`config.mk`:
```
export PLATFORM = sky130hd
export DESIGN_NAME = uart_tx_arbiter
export DESIGN_NICKNAME = d
export VERILOG_FILES = /design/src/rtl/uart_tx_arbiter.sv
export SDC_FILE = /design/constraint.sdc
export NUM_CORES = 1
export LEC_CHECK = 0
export CORE_MARGIN = 5
export CORE_UTILIZATION = 40
export CTS_BUF_LIST = sky130_fd_sc_hd__clkbuf_16
export CTS_CLUSTER_SIZE = 24
export DETAILED_ROUTE_END_ITERATION = 12
export GPL_ROUTABILITY_DRIVEN = 0
export GPL_TIMING_DRIVEN = 0
export PLACE_DENSITY = 0.72
export SLEW_MARGIN = 30
export SYNTH_ARGS = -nofsm -noshare
export SYNTH_HDL_FRONTEND = slang
export SYNTH_SLANG_ARGS = --single-unit
```
`constraint.sdc`:
```
create_clock -name clk -period 2.4 [get_ports clk]
set_input_delay 0.36 -clock clk [delete_from_list [all_inputs] [get_ports clk]]
set_output_delay 0.36 -clock clk [all_outputs]
set_load 0.02 [all_outputs]
```
`src/rtl/uart_tx_arbiter.sv`:
```
// Round-robin arbiter sharing one tx_uart between N_REQ byte sources, paced by an internal frame timer.
// Optional burst lock (lock[owner] keeps the grant) is enabled with `define TX_ARB_LOCK_EN.
module uart_tx_arbiter #(
    parameter int unsigned N_REQ      = 4,
    parameter int unsigned CLK_FREQ   = 50000000,
    parameter int unsigned BAUD       = 9600,
    parameter int unsigned FRAME_BITS = 10,
    parameter int unsigned GAP_BITS   = 1,
    localparam int unsigned OW        = (N_REQ > 2) ? $clog2(N_REQ) : 1
) (
    input  logic               clk,
    input  logic               rst,
    input  logic [N_REQ-1:0]   req,
    input  logic [8*N_REQ-1:0] data_in,
    input  logic [N_REQ-1:0]   lock,
    output logic [N_REQ-1:0]   grant,
    output logic [7:0]         tx_data,
    output logic               tx_ready,
    output logic               busy,
    output logic [OW-1:0]      owner
);

    localparam int unsigned BIT_CYC   = CLK_FREQ / BAUD;
    localparam int unsigned FRAME_CYC = FRAME_BITS * BIT_CYC;
    localparam int unsigned GAP_CYC   = GAP_BITS * BIT_CYC;
    localparam int unsigned MAX_CYC   = (FRAME_CYC > GAP_CYC) ? FRAME_CYC : GAP_CYC;
    localparam int unsigned TW        = (MAX_CYC > 1) ? $clog2(MAX_CYC) : 1;
    localparam int unsigned FRAME_LD  = (FRAME_CYC > 0) ? FRAME_CYC - 1 : 0;
    localparam int unsigned GAP_LD    = (GAP_CYC > 0) ? GAP_CYC - 1 : 0;

    typedef enum logic [1:0] {
        IDLE = 2'd0,
        LOAD = 2'd1,
        SEND = 2'd2,
        GAP  = 2'd3
    } state_t;

    state_t             state_q, state_d;
    logic [TW-1:0]      timer_q, timer_d;
    logic [OW-1:0]      rr_q, rr_d;
    logic [OW-1:0]      owner_d;
    logic [7:0]         tx_data_d;
    logic [N_REQ-1:0]   grant_d;
    logic               tx_ready_d;
    logic               busy_d;

    logic               sel_valid;
    logic [OW-1:0]      sel_idx;
    logic [7:0]         sel_byte;
    logic [OW-1:0]      cand;

    // Winner selection: first requester upward from rr+1, wrapping modulo N_REQ.
    always_comb begin
        sel_valid = 1'b0;
        sel_idx   = '0;
        cand      = '0;
`ifdef TX_ARB_LOCK_EN
        if (lock[owner] && req[owner]) begin
            sel_valid = 1'b1;
            sel_idx   = owner;
        end
`endif
        for (int k = 1; k <= int'(N_REQ); k++) begin
            cand = OW'((int'(rr_q) + k) % int'(N_REQ));
            if (!sel_valid && req[cand]) begin
                sel_valid = 1'b1;
                sel_idx   = cand;
            end
        end
    end

`ifndef TX_ARB_LOCK_EN
    logic unused_lock;
    assign unused_lock = ^lock;
`endif

    // Byte slice of the selected requester.
    always_comb begin
        sel_byte = 8'h00;
        for (int i = 0; i < int'(N_REQ); i++) begin
            if (sel_idx == OW'(i)) begin
                sel_byte = data_in[8*i +: 8];
            end
        end
    end

    // Next-state and next-output logic; grant/strobe are set on the transition into LOAD.
    always_comb begin
        state_d    = state_q;
        timer_d    = timer_q;
        rr_d       = rr_q;
        owner_d    = owner;
        tx_data_d  = tx_data;
        grant_d    = '0;
        tx_ready_d = 1'b0;

        case (state_q)
            IDLE: begin
                if (sel_valid) begin
                    owner_d    = sel_idx;
                    rr_d       = sel_idx;
                    tx_data_d  = sel_byte;
                    grant_d    = N_REQ'(1) << sel_idx;
                    tx_ready_d = 1'b1;
                    state_d    = LOAD;
                end
            end
            LOAD: begin
                timer_d = TW'(FRAME_LD);
                state_d = SEND;
            end
            SEND: begin
                if (timer_q == '0) begin
                    if (GAP_CYC == 0) begin
                        state_d = IDLE;
                    end else begin
                        timer_d = TW'(GAP_LD);
                        state_d = GAP;
                    end
                end else begin
                    timer_d = timer_q - TW'(1);
                end
            end
            GAP: begin
                if (timer_q == '0) begin
                    state_d = IDLE;
                end else begin
                    timer_d = timer_q - TW'(1);
                end
            end
            default: begin
                state_d = IDLE;
            end
        endcase

        busy_d = (state_d != IDLE);
    end

    // State and registered outputs.
    always_ff @(posedge clk or negedge rst) begin
        if (!rst) begin
            state_q  <= IDLE;
            timer_q  <= '0;
            rr_q     <= OW'(N_REQ - 1);
            owner    <= '0;
            tx_data  <= 8'h00;
            grant    <= '0;
            tx_ready <= 1'b0;
            busy     <= 1'b0;
        end else begin
            state_q  <= state_d;
            timer_q  <= timer_d;
            rr_q     <= rr_d;
            owner    <= owner_d;
            tx_data  <= tx_data_d;
            grant    <= grant_d;
            tx_ready <= tx_ready_d;
            busy     <= busy_d;
        end
    end

endmodule

```
==> summary.md, run 1 <==
| Metric | Value |
|---|---|
| Layout area overhead | 42.80% |
| Number of flops mapped to enable cells by yosys | 0 |
| Tcrit/Tclk final | 95.62% |
| Area occupied by multi-input gates | 965.9 sq um |
| Final setup fails | 0 |
| Slew Viols, Final | 0 |
| WHS | 0.04270 ns |
| Yosys top cell area share | 43.90% |
| Max-slew headroom | 54.40% |
| Syn Inst Count | 204 |
| R2R Setup Slk | 0.11 ns |
| Largest net degree at the start of global routing | 20 |
| Synth Area in Adders | 1.291% |
| Setup TNS | 0 ns |
| First-pass GRT wire length | 8.293 mm |
| Max IR drop VDD | 0.6036 mV |
| Area leader, netlist | dfrtp_1 |
| Placed cell count | 325 |
| Fmax | 435.8 MHz |
| Mux cell area share after synthesis | 9.296% |
| GR Overflow Total | 0 |
| Antenna cells | 0 |
| FILL cells | 410 |
| Synth Net Count | 248 |
| Synth cell types | 39 |
| CP required | 2.56 ns |
| Mapped Avg Cell Area | 9.501 sq um |
| Combinational Power Share | 32.5% |
| Detailed Routing Iterations Pass 1 | 4 |
| Switch share | 32.24% |
| XOR/XNOR Fraction of Synth Area | 0% |
| Root Buffer | clkbuf_16 |
| Finished Layout Cells | 339 |
| Clk_lat worst skew | 0.27 ns |
| DP Wirelength | 3.835 mm |
| Simple-gate share of the synthesized area | 20.59% |
| Hold_buf cts | 0 |
| Minimum clock period | 2.295 ns |
| Met2 usage in global routing | 26.54% |
| Total wire length | 5.113 mm |
| Synth area leaders | dfrtp_1, mux2i_1, nor2_1, nand2_1, a221oi_1 |
| Startpoint Class | register |
| Ports | 58 |
| Worst-path maximum fanout | 10 |
| #FFs+latches synth | 36 |
| Iter 0 DRT Violations | 166 |
| H-tree depth | 2 |
| Share of power burned in registers | 40.1% |
| Max-cap viol count | 0 |
| P_leak | 1.193 nW |
| Drt wl/cell | 15.08 um |
| Top FF cell, synth | dfrtp_1 |
| Tightest Pin Transition | 0.6814 ns |
| Int Power | 1.490 mW |
| Crit path kind | register to register |
| GRT Overall Usage | 16.56% |
| Post-synthesis compound-gate area fraction | 18.33% |
| Sink Count | 36 |
| Met3 Use GR | 2.709% |
| Post-DR vias/cell | 5.336 |
| Most common cell in the netlist | dfrtp_1 |
| Number of global-route vias before repair | 1772 |
| Sequential cell area | 903.4 sq um |
| Initial antenna violation count | 0 |
| Crit path DAT | 2.45 ns |
| Asr flop ratio synth | 100.0% |
| CTS buffer count | 5 |
| Crit end category | register |
| Clock tree from TritonCTS | built |
| Synth warn | 0 |
| Seq/Total Area, Yosys | 46.61% |
| DR vias | 1809 |
| Hold Path Class | primary input to asynchronous set/reset pin |
| Nets | 315 |
| RSZ-0062 raised after global routing | false |
| Net Sw Power | 0.7090 mW |
| Synth Cell Area | 0.001938 sq mm |
| Layout cells sized above 1 | 9.926% |
| CTS Buffer Depth | 2 |
| Status | complete, no violations |
| Overall power | 2.199 mW |
| Gr busiest metal | met2 |
| GR Layer Usage met1 | 22.51% |
| Die ar. | 0.006337 sq mm |
| Post-synth top cells | dfrtp_1, nor2_1, nand2_1 |
| Core area | 0.004723 sq mm |
| Clk slew on worst S/H paths | 0.05 ns |
| Cell Pwr Density | 794.5 mW/mm^2 |
| Final hold vios | 0 |
| # DRC | 0 |
| Die width | 79.61 um |
| Final Skew | 0.005460 ns |
| ANT nets after route | 0 |
| Num rows | 25 |
| Initial Utilization | 41.03% |
| Post-layout util | 58.60% |
| Die height | 79.61 um |
| Clock network power share | 27.4% |
| PortBufs | 53 |
| Main combinational cell family by area after synthesis | simple AND/OR/NAND/NOR gates |
## sequential cells by signal, summed over array words and instances (netlist names)
signal,count
rr_q,2
owner,2
tx_ready,1
tx_data,8
busy,1
state_q,2
timer_q,16
grant,4
## per-layer routing
| metal | wire length (um) | vias up |
|---|---|---|
| met5 | 0 | - |
| met2 | 2589 | 39 |
| met3 | 187 | 4 |
| met4 | 61 | 0 |
| met1 | 2276 | 879 |
| li1 | - | 887 |
## final timing paths
| kind | from | endpoint | depth (start not counted) |
|---|---|---|---|
| setup reg to reg | timer_q[1]$_DFFE_PN0P_ | timer_q[5]$_DFFE_PN0P_ | 7 |
| hold / removal | rst | timer_q[5]$_DFFE_PN0P_ | 1 |
| min in group clk | owner[1]$_DFFE_PN0P_ | owner[1]$_DFFE_PN0P_ | 2 |
| hold reg to reg | owner[1]$_DFFE_PN0P_ | owner[1]$_DFFE_PN0P_ | 2 |
| max in group asynchronous | rst | timer_q[13]$_DFFE_PN0P_ | 2 |
| setup / recovery | timer_q[1]$_DFFE_PN0P_ | timer_q[5]$_DFFE_PN0P_ | 7 |
## final cells by class
| class | instances | share of cell area [%] |
|---|---|---|
| sequential | 36 | 32.64 |
| timing repair buffer | 60 | 21.61 |
| inverter | 9 | 1.221 |
| tap | 67 | 3.029 |
| clock buffer | 5 | 4.521 |
| clock inverter | 3 | 0.4521 |
| buffer | 9 | 1.627 |
| multi-input combinational | 150 | 34.90 |
## cells in the final DEF (no fill, tap or decap), types with 5 or more instances in the layout
master / instances
mux2i_1: 18
clkdlybuf4s50_1: 52
nor2_1: 23
dfrtp_1: 34
buf_4: 6
nand3_1: 8
or4_1: 5
a21oi_1: 6
o21ai_1: 8
a221oi_1: 7
nand2_1: 20
o21ai_0: 7
clkbuf_16: 5
inv_1: 11
## logic make-up (layout without fill, tap and decap cells)
family / count (synthesis) / in the layout
multiplexers: 18 / 18
AO/OA/AOI/OAI: 52 / 52
AND/OR/NAND/NOR: 78 / 78
flip-flops: 36 / 36
adder cells (fa/ha/maj): 2 / 2
buffers and inverters: 18 / 86
## power groups by stage
stage          sequential [mW]  combinational [mW]  clock (mW)
2_1_floorplan            0.936               0.369           0
3_3_place_gp             0.882               0.702           0
3_5_place_dp             0.886               0.720           0
4_1_cts                  0.880               0.725       0.612
5_1_grt                  0.905               0.794       0.639
6_report                 0.882               0.715       0.602
## repair_timing
action,CTS,global route
gates resized for setup,3,0
setup buffers,6,0
setup endpoints to repair,9,0
## worst max-delay path, cell delays in order (launching register included)
cell and delay, ns:
dfrtp_1 0.40, inv_1 0.13, ha_1 0.15, or4b_4 0.50
nor4b_4 0.42, buf_6 0.20, o21ai_1 0.08, a211o_1 0.31
## stage by stage
stage          worst slack [ns]  area [sq um]
3_5_place_dp            -0.1357          2575
4_1_cts                  0.1349          2768
3_3_place_gp            -0.1404          2552
6_report                 0.1052          2768
5_1_grt                0.001341          2768
2_1_floorplan            0.1006          1938
(Power assumes the default switching activity.)
==> run 2: changes to the inputs <==
--- a/config.mk
+++ b/config.mk
@@ -5,6 +5,8 @@
 export SDC_FILE = /design/constraint.sdc
 export NUM_CORES = 1
 export LEC_CHECK = 0
+export ABC_CLOCK_PERIOD_IN_PS = 2400
+export CORE_ASPECT_RATIO = 0.6
 export CORE_MARGIN = 5
 export CORE_UTILIZATION = 40
 export CTS_BUF_LIST = sky130_fd_sc_hd__clkbuf_16
==> summary.md, run 2 (synthesis results as in run 1) <==
| Metric | Value |
|---|---|
| Total wire length | 5.201 mm |
| Setup TNS | 0 ns |
| Reg2Reg Capture Point | timer_q[5]$_DFFE_PN0P_ |
| Max IR drop VDD | 0.4106 mV |
| Net Sw Power | 0.7313 mW |
| R2r startpoint | timer_q[4]$_DFFE_PN0P_ |
| Worst R2R Path Depth | 6 |
| Share of power burned in registers | 40.1% |
| Design Area, Final | 0.002731 sq mm |
| Max-slew headroom | 53.04% |
| Clk_lat worst skew | 0.28 ns |
| Startpoint Class | register |
| PortBufs | 53 |
| First-pass GRT wire length | 8.300 mm |
| CTS Buffer Depth | 2 |
| Reg with most FFs | timer_q |
| Post-layout util | 58.92% |
| Commonest non-fill, non-tap cell in the layout | clkdlybuf4s50_1 |
| Commonest cells after routing, fill and taps aside | clkdlybuf4s50_1, dfrtp_1, nor2_1 |
| Failing checks | negative hold slack |
| Cell count along the critical path | 6 |
| Cell Pwr Density | 813.5 mW/mm^2 |
| Layout area overhead | 40.93% |
| Crit end category | register |
| Final setup fails | 0 |
| CTS buffer count | 5 |
| Final hold vios | 13 |
| Iter 0 DRT Violations | 140 |
| Die ar. | 0.006383 sq mm |
| Final WS setup | 0.1169 ns |
| P_leak | 1.163 nW |
| Drt wl/cell | 15.76 um |
| WHS | -0.005237 ns |
| RSZ-0062 raised after global routing | false |
| Detailed Routing Iterations Pass 1 | 5 |
| GRT Overall Usage | 16.49% |
| Finished Layout Cells | 330 |
| WP buf/inv | 2 |
| Placed cell count | 321 |
| Tightest Pin Transition | 0.7018 ns |
| R2R Setup Slk | 0.12 ns |
| Max FFs per register | 16 |
| Root Buffer | clkbuf_16 |
| Initial Utilization | 41.81% |
| H-tree depth | 2 |
| Minimum clock period | 2.283 ns |
| Clock network power share | 27.8% |
| Placed inst area | 0.002570 sq mm |
| Number of global-route vias before repair | 1654 |
| Dpl ws | -0.1600 ns |
| Num rows | 19 |
| Crit path DAT | 2.44 ns |
| Clk slew on worst S/H paths | 0.05 ns |
| Layout cells sized above 1 | 8.614% |
| Crit path kind | register to register |
| DR vias | 1811 |
| Nets | 310 |
| GR Overflow Total | 0 |
| CP required | 2.56 ns |
| CP cell instances | or4_1 > buf_2 > nor4b_4 > buf_6 > o21ai_1 > a211o_1 |
| Largest net degree at the start of global routing | 24 |
| Die width | 99.87 um |
| Hold Path Class | primary input to asynchronous set/reset pin |
| ANT nets after route | 0 |
| Final Skew | 0.007020 ns |
| FILL cells | 414 |
| Die height | 63.92 um |
| Tcrit/Tclk final | 95.13% |
| Slew Viols, Final | 0 |
| Worst path max stage delay | 0.53 ns |
| Post-DR vias/cell | 5.488 |
| Initial antenna violation count | 0 |
| Antenna cells | 0 |
| Clock tree from TritonCTS | built |
| Max-cap viol count | 0 |
| Combinational Power Share | 32.1% |
| DP Wirelength | 3.943 mm |
| Int Power | 1.491 mW |
| Crit-path slowest cell | or4_1 |
| Biggest regs | timer_q (16), tx_data (8), grant (4) |
| Core area | 0.004636 sq mm |
| Sink Count | 36 |
| Status | finished, violations left |
| Fmax | 438.0 MHz |
| Switch share | 32.91% |
| CP delay by family, top | simple AND/OR/NAND/NOR gates |
| Worst-path maximum fanout | 10 |
| # DRC | 0 |
| Ports | 58 |
-- run 2: cell types whose count changed in the layout (fill, tap and decap cells not counted), sizes merged --
| cell | previous run | this run |
|---|---|---|
| clkinvlp | 0 | 1 |
| clkbuf | 9 | 8 |
| buf | 13 | 9 |
| inv | 11 | 10 |
-- run 2: final cells by class --
| class | instances | area, sq um | area share (%) |
|---|---|---|---|
| Inverter | 9 | 33.78 | 1.237 |
| Multi-Input combinational cell | 150 | 965.9 | 35.36 |
| Sequential cell | 36 | 903.4 | 33.07 |
| Clock inverter | 3 | 15.01 | 0.5497 |
| Buffer | 8 | 41.29 | 1.512 |
| Tap cell | 63 | 78.83 | 2.886 |
| Clock buffer | 5 | 125.1 | 4.581 |
| Timing Repair Buffer | 56 | 568.0 | 20.80 |
-- run 2: worst reg2reg max path, cell delays in order, from the launching register on --
cell and delay (ns):
dfrtp_1 0.45, or4_1 0.53, buf_2 0.18, nor4b_4 0.42, buf_6 0.21, o21ai_1 0.08
a211o_1 0.30
-- run 2: worst max path at each step --
stage / slack, ns / start / endpoint
after floorplan: 0.10 / timer_q[1]$_DFFE_PN0P_ / timer_q[5]$_DFFE_PN0P_
after global placement: -0.15 / timer_q[1]$_DFFE_PN0P_ / timer_q[5]$_DFFE_PN0P_
after detailed placement: -0.16 / timer_q[1]$_DFFE_PN0P_ / timer_q[5]$_DFFE_PN0P_
after CTS: 0.11 / timer_q[1]$_DFFE_PN0P_ / timer_q[12]$_DFFE_PN0P_
after global routing: 0.006 / timer_q[0]$_DFFE_PN0P_ / timer_q[5]$_DFFE_PN0P_
final: 0.12 / timer_q[4]$_DFFE_PN0P_ / timer_q[5]$_DFFE_PN0P_
-- run 2: power groups by stage --
stage / Combinational (mW) / Sequential (mW) / Clock (mW)
detailed placement: 0.714 / 0.892 / 0
CTS: 0.718 / 0.885 / 0.626
global route: 0.783 / 0.914 / 0.665
finish: 0.712 / 0.891 / 0.619
floorplan: 0.369 / 0.936 / 0
global placement: 0.700 / 0.887 / 0
-- run 2: per-stage QoR --
step                power [mW]  hold slack [ns]
finish                   2.222        -0.005237
global route             2.361         0.004137
CTS                      2.229        0.0007232
detailed placement       1.607           0.2982
global placement         1.587           0.4676
floorplan                1.305          0.06441
-- run 2: repair_timing --
item / 4_1_cts / 5_1_grt
hold buffers: 0 / 0
pin swaps: 1 / 1
setup endpoints to repair: 9 / 3
endpoints found under the hold margin: 0 / 0
buffers inserted: 2 / 0
resized for setup: 3 / 0
-- run 2: per-layer routing --
| metal | track usage (%) | vias up | wire length (um) |
|---|---|---|---|
| met2 | 22.92 | 62 | 2244 |
| met4 | 3.578 | 0 | 47 |
| met3 | 4.565 | 7 | 288 |
| li1 | - | 877 | - |
| met5 | 0 | - | 0 |
| met1 | 25.25 | 865 | 2620 |
